`src/rtl/ct_merge_sched.sv`:
```
// ---------------------------------------------------------------------------
// ct_merge_sched
//   Packet-aware weighted round-robin scheduler for an NI-input merge
//   datapath. One input owns the merge at a time and keeps it for whole
//   packets. On each turn it may send up to its weight of back-to-back
//   packets. Every change of owner passes through exactly one IDLE cycle.
//
// Ports
//   clk        clock
//   reset_n    asynchronous active-low reset
//   i_valid    per-input valid                          [NI]
//   i_eop      per-input end-of-packet, qualified by valid [NI]
//   i_ready    downstream ready
//   i_weight   per-input packet quota, WBITS each; 0 disables the input
//   o_grant    one-hot owner while a grant is held      (registered)
//   o_sel      encoded owner for the merge mux          (registered)
//   o_ready    per-input ready = i_ready & o_grant
//   o_valid    o_active & i_valid[owner]
//   o_active   high while a grant is held               (registered)
//   o_timeout  one-cycle stall watchdog pulse           (registered)
//
// Optional feature
//   CT_SCHED_WATCHDOG_EN : when defined, an owner that keeps valid low in
//   mid-packet for TIMEOUT cycles loses its grant, and o_timeout pulses.
//   When it is not defined, o_timeout is tied to 0 and a stalled owner
//   keeps the grant.
// ---------------------------------------------------------------------------
module ct_merge_sched #(
    parameter  int NI      = 2,
    parameter  int WBITS   = 4,
    parameter  int TIMEOUT = 255,
    localparam int NIBITS  = (NI > 1) ? $clog2(NI) : 1
) (
    input  logic                clk,
    input  logic                reset_n,
    input  logic [NI-1:0]       i_valid,
    input  logic [NI-1:0]       i_eop,
    input  logic                i_ready,
    input  logic [NI*WBITS-1:0] i_weight,
    output logic [NI-1:0]       o_grant,
    output logic [NIBITS-1:0]   o_sel,
    output logic [NI-1:0]       o_ready,
    output logic                o_valid,
    output logic                o_active,
    output logic                o_timeout
);

    typedef enum logic [1:0] {
        ST_IDLE = 2'd0,
        ST_PKT  = 2'd1,
        ST_BND  = 2'd2
    } state_e;

    state_e              state_q;
    logic [NIBITS-1:0]   owner_q;
    logic [NIBITS-1:0]   last_q;
    logic [NIBITS-1:0]   sel_q;
    logic [WBITS-1:0]    quota_q;
    logic [WBITS-1:0]    quota_d;
    logic [NI-1:0]       grant_q;
    logic                active_q;

    logic [WBITS-1:0]    weight_s [NI];
    logic [NI-1:0]       elig_s;
    logic [NIBITS-1:0]   pick_s;
    logic [NIBITS-1:0]   scan_s;
    logic                pick_found_s;
    logic                owner_valid_s;
    logic                owner_eop_s;
    logic                xfer_s;
    logic                held_s;
    logic                rel_s;
    logic                to_bnd_s;
    logic                to_pkt_s;
    logic                wd_rel_s;

    function automatic logic [NI-1:0] onehot_f(input logic [NIBITS-1:0] idx);
        logic [NI-1:0] one;
        one      = '0;
        one[0]   = 1'b1;
        onehot_f = one << idx;
    endfunction

    // An input with weight zero is never eligible, whatever its valid says.
    for (genvar g = 0; g < NI; g++) begin : g_in
        assign weight_s[g] = i_weight[g*WBITS +: WBITS];
        assign elig_s[g]   = i_valid[g] & (|weight_s[g]);
    end

    assign owner_valid_s = i_valid[owner_q];
    assign owner_eop_s   = i_eop[owner_q];
    assign o_valid       = active_q & owner_valid_s;
    assign xfer_s        = o_valid & i_ready;
    assign o_ready       = grant_q & {NI{i_ready}};
    assign o_grant       = grant_q;
    assign o_sel         = sel_q;
    assign o_active      = active_q;
    assign quota_d       = quota_q - WBITS'(1);
    assign held_s        = (state_q == ST_PKT) || (state_q == ST_BND);

    // Round-robin pick: first eligible input after the last released owner.
    always_comb begin
        pick_found_s = 1'b0;
        pick_s       = '0;
        scan_s       = '0;
        for (int k = 1; k <= NI; k++) begin
            scan_s = NIBITS'((int'(last_q) + k) % NI);
            if (!pick_found_s && elig_s[scan_s]) begin
                pick_found_s = 1'b1;
                pick_s       = scan_s;
            end else begin
                // an earlier hit in scan order already wins
            end
        end
    end

    // Decode what the owner's handshake does to a held grant this cycle.
    always_comb begin
        rel_s    = 1'b0;
        to_bnd_s = 1'b0;
        to_pkt_s = 1'b0;
        if (held_s) begin
            if (owner_valid_s) begin
                if (xfer_s && owner_eop_s) begin
                    // the decremented quota decides between another packet and release
                    if (quota_d == '0) begin
                        rel_s = 1'b1;
                    end else begin
                        to_bnd_s = 1'b1;
                    end
                end else if (xfer_s) begin
                    to_pkt_s = 1'b1;
                end else begin
                    // backpressure: nothing moves
                end
            end else if (state_q == ST_BND) begin
                // owner has nothing more to send between packets
                rel_s = 1'b1;
            end else begin
                rel_s = wd_rel_s;
            end
        end else begin
            rel_s = 1'b0;
        end
    end

`ifdef CT_SCHED_WATCHDOG_EN
    localparam int TBITS = (TIMEOUT > 1) ? $clog2(TIMEOUT + 1) : 1;
    localparam logic [TBITS-1:0] STALL_LAST = TBITS'(TIMEOUT - 1);

    logic [TBITS-1:0] stall_q;
    logic             timeout_q;

    // The cycle that would bring the stall count to TIMEOUT releases the grant.
    assign wd_rel_s  = (state_q == ST_PKT) && !owner_valid_s && (stall_q == STALL_LAST);
    assign o_timeout = timeout_q;

    // Stall counter: only owner-valid-low cycles in PKT count, never backpressure.
    always_ff @(posedge clk or negedge reset_n) begin
        if (!reset_n) begin
            stall_q   <= '0;
            timeout_q <= 1'b0;
        end else begin
            timeout_q <= wd_rel_s;
            if (wd_rel_s) begin
                stall_q <= '0;
            end else if ((state_q == ST_PKT) && !owner_valid_s) begin
                stall_q <= stall_q + TBITS'(1);
            end else begin
                stall_q <= '0;
            end
        end
    end
`else
    assign wd_rel_s  = 1'b0;
    assign o_timeout = 1'b0;
`endif

    // Scheduler FSM with registered grant, select and active outputs.
    always_ff @(posedge clk or negedge reset_n) begin
        if (!reset_n) begin
            state_q  <= ST_IDLE;
            owner_q  <= '0;
            quota_q  <= '0;
            last_q   <= NIBITS'(NI - 1);
            grant_q  <= '0;
            sel_q    <= '0;
            active_q <= 1'b0;
        end else begin
            case (state_q)
                ST_IDLE: begin
                    if (pick_found_s) begin
                        // weight is sampled only here, once per turn
                        state_q  <= ST_PKT;
                        owner_q  <= pick_s;
                        quota_q  <= weight_s[pick_s];
                        grant_q  <= onehot_f(pick_s);
                        sel_q    <= pick_s;
                        active_q <= 1'b1;
                    end else begin
                        state_q  <= ST_IDLE;
                    end
                end
                ST_PKT, ST_BND: begin
                    if (rel_s) begin
                        state_q  <= ST_IDLE;
                        last_q   <= owner_q;
                        quota_q  <= '0;
                        grant_q  <= '0;
                        sel_q    <= '0;
                        active_q <= 1'b0;
                    end else if (to_bnd_s) begin
                        state_q  <= ST_BND;
                        quota_q  <= quota_d;
                    end else if (to_pkt_s) begin
                        state_q  <= ST_PKT;
                    end else begin
                        state_q  <= state_q;
                    end
                end
                default: begin
                    state_q  <= ST_IDLE;
                    grant_q  <= '0;
                    sel_q    <= '0;
                    active_q <= 1'b0;
                end
            endcase
        end
    end

endmodule

```
`config.mk`:
```
export PLATFORM = sky130hd
export DESIGN_NAME = ct_merge_sched
export DESIGN_NICKNAME = d
export VERILOG_FILES = /design/src/rtl/ct_merge_sched.sv
export SDC_FILE = /design/constraint.sdc
export NUM_CORES = 1
export LEC_CHECK = 0
export CAP_MARGIN = 20
export CORE_MARGIN = 5
export CORE_UTILIZATION = 30
export CTS_BUF_LIST = sky130_fd_sc_hd__clkbuf_8
export CTS_CLUSTER_DIAMETER = 150
export DETAILED_ROUTE_END_ITERATION = 16
export HOLD_SLACK_MARGIN = 0.12
export SLEW_MARGIN = 25
export SYNTH_ARGS = -nofsm -noshare
export SYNTH_HDL_FRONTEND = slang
export SYNTH_SLANG_ARGS = --single-unit
```
`constraint.sdc`:
```
create_clock -name clk -period 2.75 [get_ports clk]
set_input_delay 0.6875 -clock clk [delete_from_list [all_inputs] [get_ports clk]]
set_output_delay 0.6875 -clock clk [all_outputs]
set_load 0.01 [all_outputs]
```
Word level (Yosys, flattened, before mapping)

Index checks and enable logic that the tools add are counted.

Add/subtract/negate cells: 3
Shifts and indexed selects: 1
$lt $le $gt $ge: 4
Mux-type cells: 45
Bitwise gates (word level): 6
Equality and inequality tests: 6
Reductions and logical operators: 14

Operators by type and width:

| kind                | number |
|---|---|
| $mux 1              | 29 |
| $mux 4              | 6 |
| $mux 2              | 5 |
| $pmux 2 s2          | 2 |
| $pmux 4 s2          | 1 |
| $reduce_or 4->1     | 2 |
| $lt 1x2->1 const B  | 3 |
| $reduce_and 2->1    | 3 |
| $and 1x1->1         | 4 |
| $logic_not 4->1     | 1 |
| $ne 2x2->1 const B  | 2 |
| $ne 4x4->1 const B  | 1 |
| $pmux 1 s2          | 2 |
| $sub 4x1->4 const B | 1 |
| $ne 3x3->1 const B  | 1 |
| $reduce_and 3->1    | 1 |
| $add 1x1->1 const B | 2 |
| $and 2x2->2         | 1 |
| $eq 2x1->1 const B  | 1 |
| $eq 2x2->1 const B  | 1 |
| $ge 2x2->1 const B  | 1 |
| $logic_and 1x1->1   | 2 |
| $logic_not 2->1     | 1 |
| $not 1->2           | 1 |
| other kinds (5)     | 5 |

Input bits: 15
Logic and storage cells: 86
Bits in registers: 12

Logic depth before layout (Yosys ltp)

Gate-level depths: netlist (run 1).

Depth in word-level cells: 14
Gate-level depth with buffers: 7
Depth with buffers taken out: 7

Worst setup path before layout (run 1)

No wires, ideal clock.

Path kind: input to register
Start: input i_weight[0]
End: register quota_q[1]
Required time: 2.619 ns
Stages: 6
Path buffers: 1
Slack: 0.663 ns
Data arrival time: 1.956 ns
Setup time: 0.131 ns
Path through: o41ai_1 -> o21ba_2 -> buf_6 -> mux2_2 -> a21oi_1 -> a22oi_1

Longest elaborated chain between the ends: 14
Elaborated cells on any way between the ends: 20

Ends and longest elaborated chain:

| element                                   | RTL line | text |
|---|---|---|
| from (decl)                               | 39       | `input logic [NI*WBITS-1:0] i_weight,` |
| $reduce_or 4->1 *                         | 87       | `assign elig_s[g] = i_valid[g] & (\|weight_s[g]);` |
| $and 1x1->1 *                             | 87       |  |
| $mux 1 (implied by the code) (2 in a row) | 108      | `if (!pick_found_s && elig_s[scan_s]) begin` |
| $mux 1                                    | 108      |  |
| $logic_not 1->1                           | 108      |  |
| $logic_and 1x1->1                         | 108      |  |
| $mux 1                                    | 108      |  |
| $not 1->2 (implied by the code)           | 196      | `quota_q <= weight_s[pick_s];` |
| $mux 4 (implied by the code) (3 in a row) | 196      |  |
| $mux 4                                    | 192      | `if (pick_found_s) begin` |
| $pmux 4 s2                                | 190      | `case (state_q)` |
| to (signal assigned)                      | 196      |  |
| to (signal assigned)                      | 214      | `quota_q <= quota_d;` |
| to (decl)                                 | 58       | `logic [WBITS-1:0] quota_q;` |

Mark *: on every way between the ends. The rest lies on a longest branch, timed or not. The select of a mux whose other input is x is not followed.
A chain may end at the register's enable or synchronous reset.

Worst setup path after layout (run 1)

Start: input i_valid[1]
End: output o_valid

Longest elaborated chain between the ends: 3

Ends and longest elaborated chain:

| element                                   | RTL line | text |
|---|---|---|
| from (decl)                               | 36       | `input logic [NI-1:0] i_valid,` |
| $mux 1 (implied by the code) (2 in a row) | 90       | `assign owner_valid_s = i_valid[owner_q];` |
| $and 1x1->1                               | 92       | `assign o_valid = active_q & owner_valid_s;` |
| to (decl)                                 | 43       | `output logic o_valid,` |

Every way passes these cells. The select of a mux whose other input is x is not followed.

==> impl_metrics.env, run 1 <==
export IMPL_outcome="finished, final reports clean"
export IMPL_ir_drop_uv=224
export IMPL_synth_ff_type="dfrtp_1"
export IMPL_fill_cells=287
export IMPL_first_pass_iters=4
export IMPL_tightestPinTransition_ns=0.666
export IMPL_tns_ns=0
export IMPL_pre_cts_slack_ns=0.0536
export IMPL_drv_slew=0
export IMPL_coreArea_sq_um=2810
export IMPL_synthDistinctLibCells=39
export IMPL_diodes=0
export IMPL_drc=0
export IMPL_rsz0062_at_grt="no"
export IMPL_hpwlAfterDp_microns=1890
export IMPL_maxSlewHeadroom_pct=55.4
export IMPL_hp_class="flop to flop"
export IMPL_finClkSkew_ns=0.00530
export IMPL_port_buffers=21
export IMPL_cts_root_buffer_cell="clkbuf_8"
export IMPL_grt_pass1_wl_microns=4080
export IMPL_final_hold_violation_count=0
export IMPL_end_kind="primary output"
export IMPL_crit_top_cell="clkdlybuf4s50_1"
export IMPL_post_drt_wl_per_cell_microns=14.5
export IMPL_power_leakage_nw=0.549
export IMPL_fin_nets=149
export IMPL_cts_buffers=3
export IMPL_gr_total_overflow=0
export IMPL_cts_clk_slew_worst_paths_ns=0.05
export IMPL_rows=19
export IMPL_via_per_inst=5.28
export IMPL_die_y_microns=64.6
export IMPL_crit_type="input pin to primary output"
export IMPL_syn_inst=100
export IMPL_drtIter0Drc=23
export IMPL_cp_cell_sequence="clkdlybuf4s50_1 -> mux2_2 -> and2_1 -> clkdlybuf4s50_1"
export IMPL_synth_edff_count=0
export IMPL_critPathBufInv=2
export IMPL_min_period_ns=2.70
export IMPL_maxCapViolCount=0
export IMPL_gp_congestion=0.864
export IMPL_dieArea_sq_um=4170
export IMPL_post_cts_buffers=0
export IMPL_initial_core_util_pct=31.8
export IMPL_grt_pass1_vias=890
export IMPL_synth_area_sq_um=893
export IMPL_worst_endpoint_required_ns=2.06
export IMPL_yosysSeqAreaShare_pct=31.0
export IMPL_clkSinkCount=11
export IMPL_grt_util_all_layers_pct=12.1
export IMPL_grt_max_degree=12
export IMPL_cp_slowest_cell="clkdlybuf4s50_1"
export IMPL_htreeDepth=1
export IMPL_arrival_ns=2.01
export IMPL_setup_ws_ns=0.0518
export IMPL_synthArstFlopShare_pct=100
export IMPL_clk_path_buf_depth=2
export IMPL_powerDensity_nw_per_um2=317
export IMPL_cts_tree="built"
export IMPL_ys_ff_latch=11
export IMPL_vias=840
export IMPL_ys_warn_count=0
export IMPL_ctsHoldBuffers=0
export IMPL_io_pins=23
export IMPL_avgSynthCellArea_sq_um=8.93
export IMPL_antenna_found_initial=0
export IMPL_slowest_delay_ns=0.47
export IMPL_setup_viol=0
export IMPL_final_layout_size_suffix_gt1_share_pct=14.1
export IMPL_area_growth_pct=35.0
export IMPL_route_antenna_remaining_nets=0
export IMPL_max_freq_mhz=371
export IMPL_synth_fp_nets=120
export IMPL_clock_latency_ns=0.24
export IMPL_critPathTopFamily="buffers and inverters"
export IMPL_critPathLaunchType="input pin"
export IMPL_die_x_microns=64.6
export IMPL_worstPathMaxFanout=2
export IMPL_cts_resized_gates=0
export IMPL_fin_crit_sh_pct=98.1
export IMPL_r2r_slack_ns=0.56
export IMPL_routed_wl_microns=2310
-- flip-flops by register name, summed over array words and instances (netlist names) --
name	count
last_q	1
o_active	1
o_grant	1
o_sel	1
owner_q	1
quota_q	4
state_q	2
-- cells in the final DEF (no fill, tap or decap), types with 4 or more instances in the layout --
cell,synthesis,layout
a21oi_1,5,5
and2_1,4,4
buf_4,2,6
clkdlybuf4s50_1,0,21
dfrtp_1,10,10
ha_1,5,5
inv_1,9,10
mux2i_1,4,4
nand2_1,8,8
nand3_1,4,4
nor2_1,8,8
o21ai_0,4,4
-- cell usage after synthesis (all sizes together) (2+ instances only) --
library cell	n	area, sq um
dfrtp	10	250
inv	9	33.8
nand2	8	30.0
nor2	8	30.0
a21oi	5	25.0
ha	5	62.6
and2	4	25.0
mux2i	4	40.0
nand3	4	20.0
o21ai	4	20.0
a22oi	3	22.5
buf	3	26.3
mux2	3	33.8
a2bb2oi	2	17.5
o211a	2	20.0
o211ai	2	15.0
o32a	2	20.0
o41ai	2	17.5
or3	2	13.8
-- where the power goes --
part	switching, mW	leakage [nW]	total, mW	internal [mW]
registers	0	0.124	0.162	0.162
clock network	0.0659	0.0269	0.164	0.0983
logic	0.0225	0.399	0.0559	0.0334
-- cell families (layout without fill, tap and decap cells) --
| logic type | count (synthesis) | after routing | share of synthesized area (%) |
|---|---|---|---|
| muxes | 7 | 7 | 8.26 |
| other | 1 | 1 | 0.420 |
| adders and majority gates | 5 | 5 | 7.00 |
| and+or+nand+nor | 32 | 32 | 19.3 |
| AOI/OAI and AO/OA | 32 | 32 | 27.3 |
| buffers and inverters | 12 | 40 | 6.72 |
| DFF | 11 | 11 | 31.0 |
-- layout make-up --
cell class,instances,area [sq um],area share (%)
repair buffers,27,255,21.2
clock buffers,3,41.3,3.42
inverters,9,33.8,2.80
well taps,31,38.8,3.22
flip-flops and latches,11,277,22.9
clock inverters,1,3.75,0.311
multi-input cells,77,557,46.2
-- through the flow --
stage | util [%] | std cells | power, mW | cell area, sq um | hold WS, ns
floorplan | - | 100 | 0.185 | 893 | 0.392
global placement | 41.4 | 155 | 0.220 | 1160 | 0.526
detailed placement | 41.4 | 155 | 0.221 | 1160 | 0.537
CTS | 43.0 | 159 | 0.383 | 1210 | 0.545
global route | 43.0 | 159 | 0.394 | 1210 | 0.569
finish | 43.0 | 159 | 0.382 | 1210 | 0.540
-- layer usage --
layer  vias up  GRT usage [%]  wire length (microns)
li1        423              -                      -
met3         2           2.42                     66
met4         0           2.64                      8
met2        13           21.3                   1160
met5         -              0                      0
met1       402           15.2                   1070
-- worst reg2reg max path: stages (launching register included) --
cell	delay, ns
dfrtp_1	0.41
inv_1	0.11
ha_1	0.20
inv_1	0.08
nand3_1	0.08
a2bb2oi_1	0.56
o21ai_0	0.33
a211o_1	0.33
-- final timing paths --
path / start / end / cells past startpoint
max: i_valid[1] / o_valid / 4
min: last_q / last_q / 2
max reg2reg: quota_q[0] / o_grant[0] / 7
min reg2reg: last_q / last_q / 2
max in group asynchronous: reset_n / last_q / 1
min in group asynchronous: reset_n / owner_q / 1
Power figures use the tool's default switching activity.
==> inputs of run 2 (changes only) <==
CAP_MARGIN = default   (was 20)
==> results of run 2 <==
Final layout, timing and power as in run 1 (identical DEF).
==> inputs of run 3 (changes only) <==
CAP_MARGIN = 20   (was default)
CORE_ASPECT_RATIO = 0.5   (was default)
==> run 3 against run 2 <==
Effect of this change:
- total power down 1.1%
- combinational power is 6.3% lower
- fmax is 5.7% higher
- clock power about the same
- largest cell class unchanged
- final area rose by 0.21%
- worst hold slack got worse by 0.0015 ns
- cell count rose by 5.0%
- clock-buffer cell count unchanged
- routed wire length down 2.8%
- non-clock buffer count shrank 1
- critical endpoint unchanged
==> impl_metrics.env, run 3 (synthesized netlist as in run 1, its figures left out) <==
export IMPL_clock_latency_ns=0.24
export IMPL_dieArea_sq_um=4240
export IMPL_drv_slew=0
export IMPL_grt_util_all_layers_pct=11.7
export IMPL_die_x_microns=87.2
export IMPL_top_regs="quota_q (4), state_q (2)"
export IMPL_postLayoutCellArea_sq_um=1210
export IMPL_max_freq_mhz=392
export IMPL_clk_path_buf_depth=2
export IMPL_largest_reg_flops=4
export IMPL_post_cts_buffers=0
export IMPL_route_antenna_remaining_nets=0
export IMPL_final_core_util_pct=41.3
export IMPL_gr_total_overflow=0
export IMPL_cts_resized_gates=1
export IMPL_io_pins=23
export IMPL_layout_cells_non_filler=167
export IMPL_routed_wl_microns=2250
export IMPL_drtIter0Drc=35
export IMPL_r2r_slack_ns=0.63
export IMPL_worstPathMaxFanout=3
export IMPL_grt_pass1_wl_microns=3890
export IMPL_final_common_cell="clkdlybuf4s50_1"
export IMPL_cts_clk_slew_worst_paths_ns=0.05
export IMPL_via_per_inst=5.03
export IMPL_rsz0062_at_grt="no"
export IMPL_final_hold_violation_count=0
export IMPL_ctsHoldBuffers=0
export IMPL_cts_tree="built"
export IMPL_clkSinkCount=11
export IMPL_postPlaceCellArea_sq_um=1160
export IMPL_grt_max_degree=12
export IMPL_fill_cells=290
export IMPL_drc=0
export IMPL_hold_end="last_q"
export IMPL_r2r_end="o_grant[0]"
export IMPL_power_leakage_nw=0.549
export IMPL_rows=14
export IMPL_cts_buffers=3
export IMPL_area_growth_pct=35.3
export IMPL_min_period_ns=2.55
export IMPL_htreeDepth=1
export IMPL_ir_drop_uv=129
export IMPL_antenna_found_initial=0
export IMPL_vias=840
export IMPL_fin_crit_sh_pct=92.9
export IMPL_coreArea_sq_um=2930
export IMPL_regArea_sq_um=277
export IMPL_hpwlAfterDp_microns=1820
export IMPL_critPathLaunchType="input pin"
export IMPL_port_buffers=21
export IMPL_hp_class="flop to flop"
export IMPL_initial_core_util_pct=30.5
export IMPL_setup_viol=0
export IMPL_cts_root_buffer_cell="clkbuf_8"
export IMPL_regMostFlops="quota_q"
export IMPL_outcome="finished, final reports clean"
export IMPL_tns_ns=0
export IMPL_finClkSkew_ns=0.00139
export IMPL_maxSlewHeadroom_pct=54.9
export IMPL_multi_input_area_sq_um=557
export IMPL_diodes=0
export IMPL_worst_endpoint_required_ns=2.06
export IMPL_crit_type="input pin to primary output"
export IMPL_final_layout_size_suffix_gt1_share_pct=13.4
export IMPL_tightestPinTransition_ns=0.674
export IMPL_gp_congestion=0.776
export IMPL_hp_start="last_q"
export IMPL_grt_pass1_vias=808
export IMPL_r2r_start="quota_q[0]"
export IMPL_powerDensity_nw_per_um2=313
export IMPL_arrival_ns=1.87
export IMPL_dp_cells=163
export IMPL_maxCapViolCount=0
export IMPL_worstRegToRegCells=7
export IMPL_first_pass_iters=4
export IMPL_min_path_cells=2
export IMPL_end_kind="primary output"
export IMPL_fin_nets=148
export IMPL_final_cell_mix="clkdlybuf4s50_1, inv_1, dfrtp_1"
export IMPL_post_drt_wl_per_cell_microns=13.5
export IMPL_die_y_microns=48.6
-- run 3: area by class of cell --
| class | count | share of cell area (%) |
|---|---|---|
| clock inverter | 1 | 0.311 |
| multi-input combinational | 77 | 46.1 |
| clock buffer | 3 | 3.42 |
| tap | 40 | 4.14 |
| sequential | 11 | 22.9 |
| timing repair buffer | 26 | 20.4 |
| inverter | 9 | 2.80 |
-- run 3: worst max-delay path, cell delays in order --
cell and delay, ns:
clkdlybuf4s50_1 0.42, mux2_2 0.32, and2_1 0.16, dlygate4sd2_1 0.28
-- run 3: layer usage --
| metal | track usage [%] | part of all wire (%) | vias up |
|---|---|---|---|
| li1 | - | - | 420 |
| met1 | 15.0 | 47 | 406 |
| met2 | 18.8 | 49 | 9 |
| met3 | 3.56 | 2.6 | 5 |
| met4 | 3.83 | 1.4 | 0 |
| met5 | 0 | 0 | - |
-- run 3: worst max-delay path by stage --
stage,start,to,slack [ns]
3_3_place_gp,i_valid[1],o_valid,0.001
6_report,i_valid[1],o_valid,0.20
4_1_cts,i_valid[1],o_valid,0.19
5_1_grt,i_valid[1],o_valid,0.16
3_5_place_dp,i_valid[1],o_valid,-0.002
2_1_floorplan,i_weight[0],quota_q[1],0.66
-- run 3: stage by stage --
stage          total power, mW  worst slack [ns]  hold slack (ns)
2_1_floorplan            0.185             0.663            0.392
3_5_place_dp             0.218          -0.00187            0.535
6_report                 0.378             0.196            0.538
4_1_cts                  0.383             0.195            0.541
3_3_place_gp             0.218           0.00127            0.526
5_1_grt                  0.400             0.162            0.564
-- run 3: power breakdown --
part           leakage (nW)  switching (mW)  internal, mW
Clock                0.0269          0.0650        0.0984
Sequential            0.124               0         0.162
Combinational         0.398          0.0210        0.0314
Total                 0.549          0.0860         0.292
